==> src/rtl/fetch_pkg.sv <==
// Shared definitions for the instruction fetch buffer: controller state encodings,
// the buffer entry layout {pc, inst} and a sizing helper.
package fetch_pkg;

    typedef enum logic [1:0] {
        IFB_IDLE  = 2'd0,
        IFB_WAIT  = 2'd1,
        IFB_DRAIN = 2'd2
    } ifb_state_t;

    localparam int IFB_DEF_ADDRESS_WIDTH = 32;
    localparam int IFB_DEF_DATA_WIDTH    = 32;

    // Entry layout at default widths; parameterised modules mirror this field order.
    typedef struct packed {
        logic [IFB_DEF_ADDRESS_WIDTH-1:0] pc;
        logic [IFB_DEF_DATA_WIDTH-1:0]    inst;
    } ifb_entry_t;

    // Occupancy counter must represent 0..DEPTH inclusive.
    function automatic int ifb_count_width(input int depth);
        return $clog2(depth) + 1;
    endfunction

endpackage

==> src/rtl/ifb_fifo.sv <==
// Circular FIFO for fetched instructions: synchronous push/pop/clear with count,
// full and empty flags. DEPTH must be a power of two so pointers wrap naturally.
module ifb_fifo
    import fetch_pkg::*;
#(
    parameter int WIDTH = 64,
    parameter int DEPTH = 4
) (
    input  logic                              i_Clk,
    input  logic                              i_Reset_n,
    input  logic                              i_Clear,
    input  logic                              i_Push,
    input  logic [WIDTH-1:0]                  i_Push_Data,
    input  logic                              i_Pop,
    output logic [WIDTH-1:0]                  o_Head,
    output logic [ifb_count_width(DEPTH)-1:0] o_Count,
    output logic                              o_Full,
    output logic                              o_Empty
);

    localparam int PTR_W = $clog2(DEPTH);
    localparam int CNT_W = ifb_count_width(DEPTH);
    localparam logic [CNT_W-1:0] FULL_COUNT = CNT_W'(DEPTH);

    logic [WIDTH-1:0] mem [DEPTH];
    logic [PTR_W-1:0] wr_ptr;
    logic [PTR_W-1:0] rd_ptr;
    logic [CNT_W-1:0] count;
    logic             push_en;
    logic             pop_en;

    assign push_en = i_Push && !i_Clear && !o_Full;
    assign pop_en  = i_Pop  && !i_Clear && !o_Empty;

    // NOTE: state registers use non-blocking assignments so every flop samples
    // pre-edge values; blocking here would create order-dependent simulation.
    always_ff @(posedge i_Clk or negedge i_Reset_n) begin
        if (!i_Reset_n) begin
            wr_ptr <= '0;
            rd_ptr <= '0;
            count  <= '0;
        end else if (i_Clear) begin
            wr_ptr <= '0;
            rd_ptr <= '0;
            count  <= '0;
        end else begin
            if (push_en) wr_ptr <= wr_ptr + 1'b1;
            if (pop_en)  rd_ptr <= rd_ptr + 1'b1;
            case ({push_en, pop_en})
                2'b10:   count <= count + 1'b1;
                2'b01:   count <= count - 1'b1;
                default: count <= count;
            endcase
        end
    end

    // NOTE: storage is deliberately not reset; validity comes from count, and
    // a resettable array would cost a reset net on every bit for no benefit.
    always_ff @(posedge i_Clk) begin
        if (push_en) mem[wr_ptr] <= i_Push_Data;
    end

    assign o_Head  = mem[rd_ptr];
    assign o_Count = count;
    assign o_Full  = (count == FULL_COUNT);
    assign o_Empty = (count == '0);

endmodule

==> src/rtl/inst_fetch_buffer.sv <==
// Instruction fetch buffer: single-outstanding memory request controller feeding a
// small FIFO towards decode. Define IFB_BYPASS_EN to forward a response straight to
// decode in the same cycle when the buffer is empty.
module inst_fetch_buffer
    import fetch_pkg::*;
#(
    parameter int ADDRESS_WIDTH = 32,
    parameter int DATA_WIDTH    = 32,
    parameter int DEPTH         = 4
) (
    input  logic                     i_Clk,
    input  logic                     i_Reset_n,
    input  logic [ADDRESS_WIDTH-1:0] i_PC,
    input  logic                     i_Flush,
    output logic                     o_Stall,
    output logic                     o_Mem_Req,
    output logic [ADDRESS_WIDTH-1:0] o_Mem_Addr,
    input  logic                     i_Mem_Ack,
    input  logic                     i_Mem_Valid,
    input  logic [DATA_WIDTH-1:0]    i_Mem_Data,
    output logic                     o_Inst_Valid,
    output logic [DATA_WIDTH-1:0]    o_Inst,
    output logic [ADDRESS_WIDTH-1:0] o_Inst_PC,
    input  logic                     i_Inst_Ready
);

    localparam int CNT_W = ifb_count_width(DEPTH);
    localparam logic [CNT_W-1:0] DEPTH_COUNT = CNT_W'(DEPTH);

    typedef struct packed {
        logic [ADDRESS_WIDTH-1:0] pc;
        logic [DATA_WIDTH-1:0]    inst;
    } entry_t;

    ifb_state_t               state_q;
    ifb_state_t               state_d;
    logic [ADDRESS_WIDTH-1:0] pending_pc_q;
    logic                     started_q;
    logic                     mem_req;
    logic                     req_accepted;
    logic                     fifo_push;
    logic                     fifo_pop;
    logic                     fifo_full;
    logic                     fifo_empty;
    logic [CNT_W-1:0]         fifo_count;
    logic                     bypass_hit;
    logic                     bypass_take;
    entry_t                   head;
    entry_t                   push_entry;

`ifdef IFB_BYPASS_EN
    assign bypass_hit  = (state_q == IFB_WAIT) && fifo_empty && i_Mem_Valid && !i_Flush;
    assign bypass_take = bypass_hit && i_Inst_Ready;
`else
    assign bypass_hit  = 1'b0;
    assign bypass_take = 1'b0;
`endif

    // NOTE: every always_comb output gets a default first so no path leaves it
    // unassigned, which would otherwise infer a latch.
    always_comb begin
        state_d   = state_q;
        mem_req   = 1'b0;
        fifo_push = 1'b0;
        case (state_q)
            IFB_IDLE: begin
                // Space check uses the registered count; a same-cycle pop is not credited.
                mem_req = started_q && !i_Flush && (fifo_count < DEPTH_COUNT);
                if (mem_req && i_Mem_Ack) state_d = IFB_WAIT;
            end
            IFB_WAIT: begin
                if (i_Flush) begin
                    state_d = i_Mem_Valid ? IFB_IDLE : IFB_DRAIN;
                end else if (i_Mem_Valid) begin
                    fifo_push = !bypass_take && !fifo_full;
                    state_d   = IFB_IDLE;
                end
            end
            IFB_DRAIN: begin
                // A flush here keeps waiting: the abandoned response is still in flight.
                if (i_Mem_Valid) state_d = IFB_IDLE;
            end
            default: state_d = IFB_IDLE;
        endcase
    end

    assign req_accepted = mem_req && i_Mem_Ack;
    assign fifo_pop     = i_Inst_Ready && !fifo_empty;
    assign push_entry   = '{pc: pending_pc_q, inst: i_Mem_Data};

    always_ff @(posedge i_Clk or negedge i_Reset_n) begin
        if (!i_Reset_n) begin
            state_q      <= IFB_IDLE;
            pending_pc_q <= '0;
            started_q    <= 1'b0;
        end else begin
            state_q   <= state_d;
            started_q <= 1'b1;
            if (req_accepted) pending_pc_q <= i_PC;
        end
    end

    ifb_fifo #(
        .WIDTH ($bits(entry_t)),
        .DEPTH (DEPTH)
    ) u_fifo (
        .i_Clk       (i_Clk),
        .i_Reset_n   (i_Reset_n),
        .i_Clear     (i_Flush),
        .i_Push      (fifo_push),
        .i_Push_Data (push_entry),
        .i_Pop       (fifo_pop),
        .o_Head      (head),
        .o_Count     (fifo_count),
        .o_Full      (fifo_full),
        .o_Empty     (fifo_empty)
    );

    assign o_Stall    = !(req_accepted || i_Flush);
    assign o_Mem_Req  = mem_req;
    assign o_Mem_Addr = i_PC;

`ifdef IFB_BYPASS_EN
    assign o_Inst_Valid = !fifo_empty || bypass_hit;
    assign o_Inst       = !fifo_empty ? head.inst : (bypass_hit ? i_Mem_Data : '0);
    assign o_Inst_PC    = !fifo_empty ? head.pc   : (bypass_hit ? pending_pc_q : '0);
`else
    // Head is masked while empty so unwritten storage never reaches decode.
    assign o_Inst_Valid = !fifo_empty;
    assign o_Inst       = fifo_empty ? '0 : head.inst;
    assign o_Inst_PC    = fifo_empty ? '0 : head.pc;
`endif

endmodule
==> config.mk <==
export PLATFORM = sky130hd
export DESIGN_NAME = inst_fetch_buffer
export DESIGN_NICKNAME = d
export VERILOG_FILES = /design/src/rtl/fetch_pkg.sv /design/src/rtl/ifb_fifo.sv /design/src/rtl/inst_fetch_buffer.sv
export SDC_FILE = /design/constraint.sdc
export NUM_CORES = 1
export LEC_CHECK = 0
export ABC_AREA = 1
export ABC_CLOCK_PERIOD_IN_PS = 5600
export BUFFER_PORTS_ARGS = -buffer_cell sky130_fd_sc_hd__buf_2
export CORE_ASPECT_RATIO = 1.1
export CORE_MARGIN = 1
export CORE_UTILIZATION = 50
export CTS_CLUSTER_DIAMETER = 30
export DETAILED_ROUTE_END_ITERATION = 7
export PLACE_DENSITY = 0.71
export SLEW_MARGIN = 15
export SYNTH_ARGS = -nofsm -noshare
export SYNTH_HDL_FRONTEND = slang
export SYNTH_HIERARCHICAL = 1
export SYNTH_SLANG_ARGS = --single-unit
export TNS_END_PERCENT = 50
==> constraint.sdc <==
create_clock -name i_Clk -period 5.6 [get_ports i_Clk]
set_input_delay 0 -clock i_Clk [delete_from_list [all_inputs] [get_ports i_Clk]]
set_output_delay 0 -clock i_Clk [all_outputs]
set_load 0.01 [all_outputs]
==> impl_results.md, run 1 <==
- Commonest non-fill, non-tap cell in the layout: edfxtp_1
- Max-slew violations: 0
- Worst Setup SP: u_fifo/rd_ptr[0]
- Post-CTS sizing: 0
- Clock-pin transition on the worst setup and hold timing paths: 0.06 ns
- Final ANT Viol Nets: 0
- Clock latency on the worst-skew pair: 0.52 ns
- CORE AREA: 0.02384 mm²
- Mapped Cells: 1015
- Worst VDD drop: 253.0 µV
- Initial antenna violation count: 0
- Min-delay worst type: in -> reg
- Worst endpoint data arrival time: 3.19 ns
- Max Clk Rate: 313.4 MHz
- WP data required: 5.60 ns
- Remaining DRCs: 0
- GPL Wtd Cong: 0.7718
- Ant diodes: 0
- Crit start category: register
- Mean Syn Cell Area: 12.07 µm²
- Clk root buf: clkbuf_16
- Max cap viols: 0
- CTS Buf Count: 43
- Fin cells: 1554
- GRT overflow: 0
- Synth Warn #: 6
- Power per cell area: 451.2 mW/mm²
- # IOs: 169
- DR vias/cell: 5.167
- Initial core utilization: 51.38%
- HPWL after DPL: 13910 µm
- FF+latch count, synth: 298
- Critical path class: reg -> out
- Period utilization: 56.97%
- Hold WS: 0.07395 ns
- Met2 WL post-DR: 12170 µm
- Cell total after placement: 1405
- CP endpoint kind: output pin
- Setup repair bufs after CTS: 0
- Seq/Total Area, Yosys: 71.33%
- Area Overhead vs Synth: 23.04%
- Worst slew pin tran: 1.102 ns
- FILL cells: 1802
- Internal reg-to-reg setup slack: 2.51 ns
- Rel. slew slack: 26.45%
- Layout net count: 1289
- Hold_sp: i_Mem_Ack
- Fin Setup TNS: 0 ns
- Clock buffer depth: 3
- WL/cell: 16.21 µm
- Utilization after layout: 63.22%
- Hold-fix buffers, CTS: 69
- Largest net degree at the start of global routing: 89
- P_leak: 0.006110 µW
- Most frequent cells in the layout: 256 x edfxtp_1, 197 x nor2_1, 168 x buf_2
- CTS tree: done
- Die width: 151.2 µm
- Sink Count: 298
- Met3 WL: 1503 µm
- First-pass GRT wire length: 39880 µm
- H-tree depth: 2
- Layout Skew: 0.01317 ns
- Port Buffer Count: 168
- RSZ-0062 raised after global routing: false
- Worst reg2reg path startpoint: u_fifo/o_Count[0]
- Distinct cells, synth: 31
- Syn_nets: 1090
- Routed WL: 25190 µm
- DR top layer: met4
- Layout cells sized above 1: 22.02%
- Min Tclk post-route: 3.191 ns
- Row Count: 59
- Die footprint: 0.02513 mm²
- Via Count: 8029
- Setup violations, final: 0
- Met1 Wirelength: 11040 µm
- CP Max Fanout: 67
- Die Ht: 166.2 µm
- Starting DRT DRC Count: 574
- Mapped Area: 0.01225 mm²
- Drt pass-1 iters: 5
- Status: finished clean
- Final Hold Vio Count: 0
- Vias in the first global route: 7960
- Overall routing resource usage: 20.47%
worst paths after layout:
| kind | to | cells past startpoint |
|---|---|---|
| setup / recovery | o_Inst[2] | 7 |
| hold / removal | pending_pc_q[26] | 3 |
| hold reg to reg | u_fifo/mem[1][40] | 0 |
| min in group asynchronous | pending_pc_q[10] | 3 |
| max in group asynchronous | u_fifo/rd_ptr[0] | 3 |
| setup reg to reg | u_fifo/mem[2][42] | 9 |
logic make-up (layout without fill, tap and decap cells):
group                      count (synthesis)  in the layout  synth area share, %
xor gates and xnor gates                   1              1              0.07151
buffers and inverters                    178            412                7.619
adders and majority gates                  5              5               0.5720
DFF                                      298            298                71.33
AOI/OAI and AO/OA                        200            200                8.916
other                                      1              1              0.03061
and+or+nand+nor                          332            332                11.46
through the flow:
| stage | worst slack, ns | power [µW] | instance area [µm²] |
|---|---|---|---|
| after CTS | 2.392 | 6860 | 15070 |
| final | 2.409 | 6801 | 15070 |
| after global routing | 2.175 | 7144 | 15070 |
| after detailed placement | 2.501 | 4270 | 12970 |
| after global placement | 2.512 | 4241 | 12970 |
| after floorplan | 1.225 | 3803 | 12250 |
synthesized netlist by cell type, drive strengths merged:
cell	count	share of area, %
xnor2	1	0.072
inv	84	2.6
a31oi	1	0.051
nor2	203	6.3
buf	63	4.1
edfxtp	256	63
a21oi	1	0.041
nor4	1	0.051
nand2	87	2.9
nor3b	1	0.061
o31ai	1	0.10
o22ai	64	3.3
clkinv	1	0.031
fa	1	0.16
nand3	7	0.29
o21ai	132	5.4
conb	1	0.031
clkbuf	30	0.92
nand4	33	1.8
ha	4	0.41
a211oi	1	0.061
dfrtp	42	8.6
sequential cells by signal (all words and copies together), names as in the netlist:
register and flops:
u_fifo/wr_ptr 2, state_q 2, started_q 1, pending_pc_q 32, u_fifo/mem 256, u_fifo/o_Count 3
u_fifo/rd_ptr 2
cell type report:
type	instances	area, µm²	area share, %
Clock buffer	46	1109	7.355
Clock inverter	34	302.8	2.009
Inverter	85	321.6	2.133
Multi-Input combinational cell	539	2609	17.31
Sequential cell	298	8743	58.01
Tap cell	305	381.6	2.532
Timing Repair Buffer	247	1607	10.66
power by group:
group          leakage [µW]  internal [µW]  switching, µW  total (µW)
Sequential          0.00284           2650            190        2840
Combinational       0.00258            494            919        1410
Clock              0.000686           1530           1020        2550
worst max-delay path, cell delays in order (launching register included):
cell and delay (ns):
dfrtp_4 0.66, inv_4 0.56, buf_4 0.65, o21ai_0 0.18, o22ai_1 0.23, inv_1 0.09, nor2_1 0.09, buf_2 0.14
per-layer routing:
layer	track usage (%)	vias up
li1	-	3932
met1	27.72	3797
met2	33.51	262
met3	3.462	38
met4	6.696	0
met5	0	-
Power figures use the tool's default switching activity.
==> run 2, diff against run 1 <==
ABC_CLOCK_PERIOD_IN_PS = 2700   (was 5600)
PLACE_DENSITY = 0.74   (was 0.71)
clock period = 2.7 ns   (was 5.6 ns; I/O delays follow)
==> impl_results.md, run 2 (synthesized netlist as in run 1, its figures left out) <==
- Area Overhead vs Synth: 25.65%
- Max Clk Rate: 401.5 MHz
- Die width: 151.2 µm
- Rel. slew slack: 35.19%
- CP endpoint kind: output pin
- # IOs: 169
- Kind of cell adding the most delay to the critical path: flip-flops
- Logic pwr share: 20.4%
- Power per cell area: 969.5 mW/mm²
- Drt pass-1 iters: 5
- Largest Register: u_fifo/mem
- P_leak: 0.006249 µW
- Worst endpoint data arrival time: 2.49 ns
- GRT overflow: 0
- Cell total after placement: 1413
- Initial core utilization: 51.38%
- Largest register FFs: 256
- Final Hold Vio Count: 0
- Layout cells sized above 1: 22.72%
- CORE AREA: 0.02384 mm²
- Status: finished clean
- First-pass GRT wire length: 42120 µm
- Sink Count: 298
- WP data required: 2.70 ns
- Max-slew violations: 0
- Via Count: 8303
- Starting DRT DRC Count: 593
- Vias in the first global route: 8240
- Final ANT Viol Nets: 0
- Worst VDD drop: 603.5 µV
- Period utilization: 92.25%
- Routed WL: 26760 µm
- Die footprint: 0.02513 mm²
- CP Max Fanout: 38
- Worst-path cell chain: buf_4 > o21ai_0 > o22ai_1 > inv_1 > nor2_1 > buf_2
- Setup violations, final: 0
- Clk network pwr share: 40.1%
- Most frequent cells in the layout: 256 x edfxtp_1, 197 x nor2_1, 168 x buf_2
- Net switching power: 4609 µW
- HPWL after DPL: 15010 µm
- Die Ht: 166.2 µm
- Placed instance area: 0.01309 mm²
- Clock-pin transition on the worst setup and hold timing paths: 0.06 ns
- Clock buffer depth: 3
- CTS tree: done
- Crit start category: register
- Overall routing resource usage: 21.75%
- GPL Wtd Cong: 0.7799
- Min-delay worst type: in -> reg
- Critical path class: reg -> out
- H-tree depth: 2
- Remaining DRCs: 0
- Row Count: 59
- Min Tclk post-route: 2.491 ns
- Clock latency on the worst-skew pair: 0.53 ns
- Max cap viols: 0
- Clk root buf: clkbuf_16
- Ant diodes: 0
- Largest net degree at the start of global routing: 67
- Fin cells: 1568
- DR vias/cell: 5.295
- Slowest CP cell: dfrtp_4
- Worst slew pin tran: 0.9721 ns
- Port Buffer Count: 168
- Hold WS: 0.05562 ns
- Delay of the slowest critical-path stage: 0.70 ns
- Layout net count: 1300
- CTS Buf Count: 46
- Commonest non-fill, non-tap cell in the layout: edfxtp_1
- Net Sw Frac: 30.88%
- Final instance area: 0.01539 mm²
- Setup repair bufs after CTS: 0
- Internal power: 10310 µW
- Initial antenna violation count: 0
- WL/cell: 17.07 µm
- RSZ-0062 raised after global routing: false
- Layout Skew: 0.01616 ns
- CP Buf/Inv Count: 3
- Seq pwr share: 39.6%
## run 2: tightest hold or removal path: stages
cell	delay [ns]
buf_2	0.31
nand4_1	0.18
nand2_1	0.05
## run 2: path summary, 6_finish.rpt
check                      slack, ns           endpoint               from  depth (start not counted)
setup / recovery                0.21      o_Inst_PC[13]   u_fifo/rd_ptr[0]                          6
hold / removal                  0.06   pending_pc_q[19]          i_Mem_Ack                          3
setup reg to reg                0.23  u_fifo/o_Count[2]  u_fifo/o_Count[0]                         15
hold reg to reg                 0.52  u_fifo/mem[1][44]   pending_pc_q[12]                          0
max in group asynchronous       1.81   u_fifo/rd_ptr[0]          i_Reset_n                          2
min in group asynchronous       0.15    pending_pc_q[8]          i_Reset_n                          2
## run 2: through the flow
step	setup TNS [ns]	total power [µW]	utilization [%]	setup WS [ns]
after floorplan	-156.22	7887	-	-0.6102
after global placement	0	8863	54.91	0.3638
after detailed placement	0	8941	54.91	0.2475
after CTS	0	15020	64.52	0.01711
after global routing	0	15610	64.55	0.007748
final	0	14920	64.55	0.2092
## run 2: layer usage
layer | routed length (µm) | GRT usage, % | part of all wire [%]
met5 | 0 | 0 | 0
met4 | 589 | 7.565 | 2.2
met3 | 1454 | 3.104 | 5.4
met2 | 13580 | 36.61 | 51
met1 | 11140 | 28.66 | 42
## run 2: power by group through the flow
stage                     combinational (µW)  clock, µW  sequential [µW]
final                                   3040       5980             5910
after global routing                    3400       6270             5950
after CTS                               3070       6060             5890
after detailed placement                2960          0             5980
after global placement                  2910          0             5950
after floorplan                         2120          0             5770
## run 2: what timing repair did
| action | 4_1_cts | 5_1_grt |
|---|---|---|
| endpoints found under the hold margin | 211 | 0 |
| hold buffers | 69 | 0 |
| setup endpoints to repair | 0 | 36 |
| gates resized for setup | 0 | 3 |
## run 2: cell type report
| cell class | instances | area, µm² |
|---|---|---|
| Sequential cell | 298 | 8743 |
| Fill cell | 1710 | 8452 |
| Multi-Input combinational cell | 539 | 2609 |
| Timing Repair Buffer | 255 | 1733 |
| Clock buffer | 51 | 1191 |
| Clock inverter | 35 | 407.9 |
| Tap cell | 305 | 381.6 |
| Inverter | 85 | 326.6 |
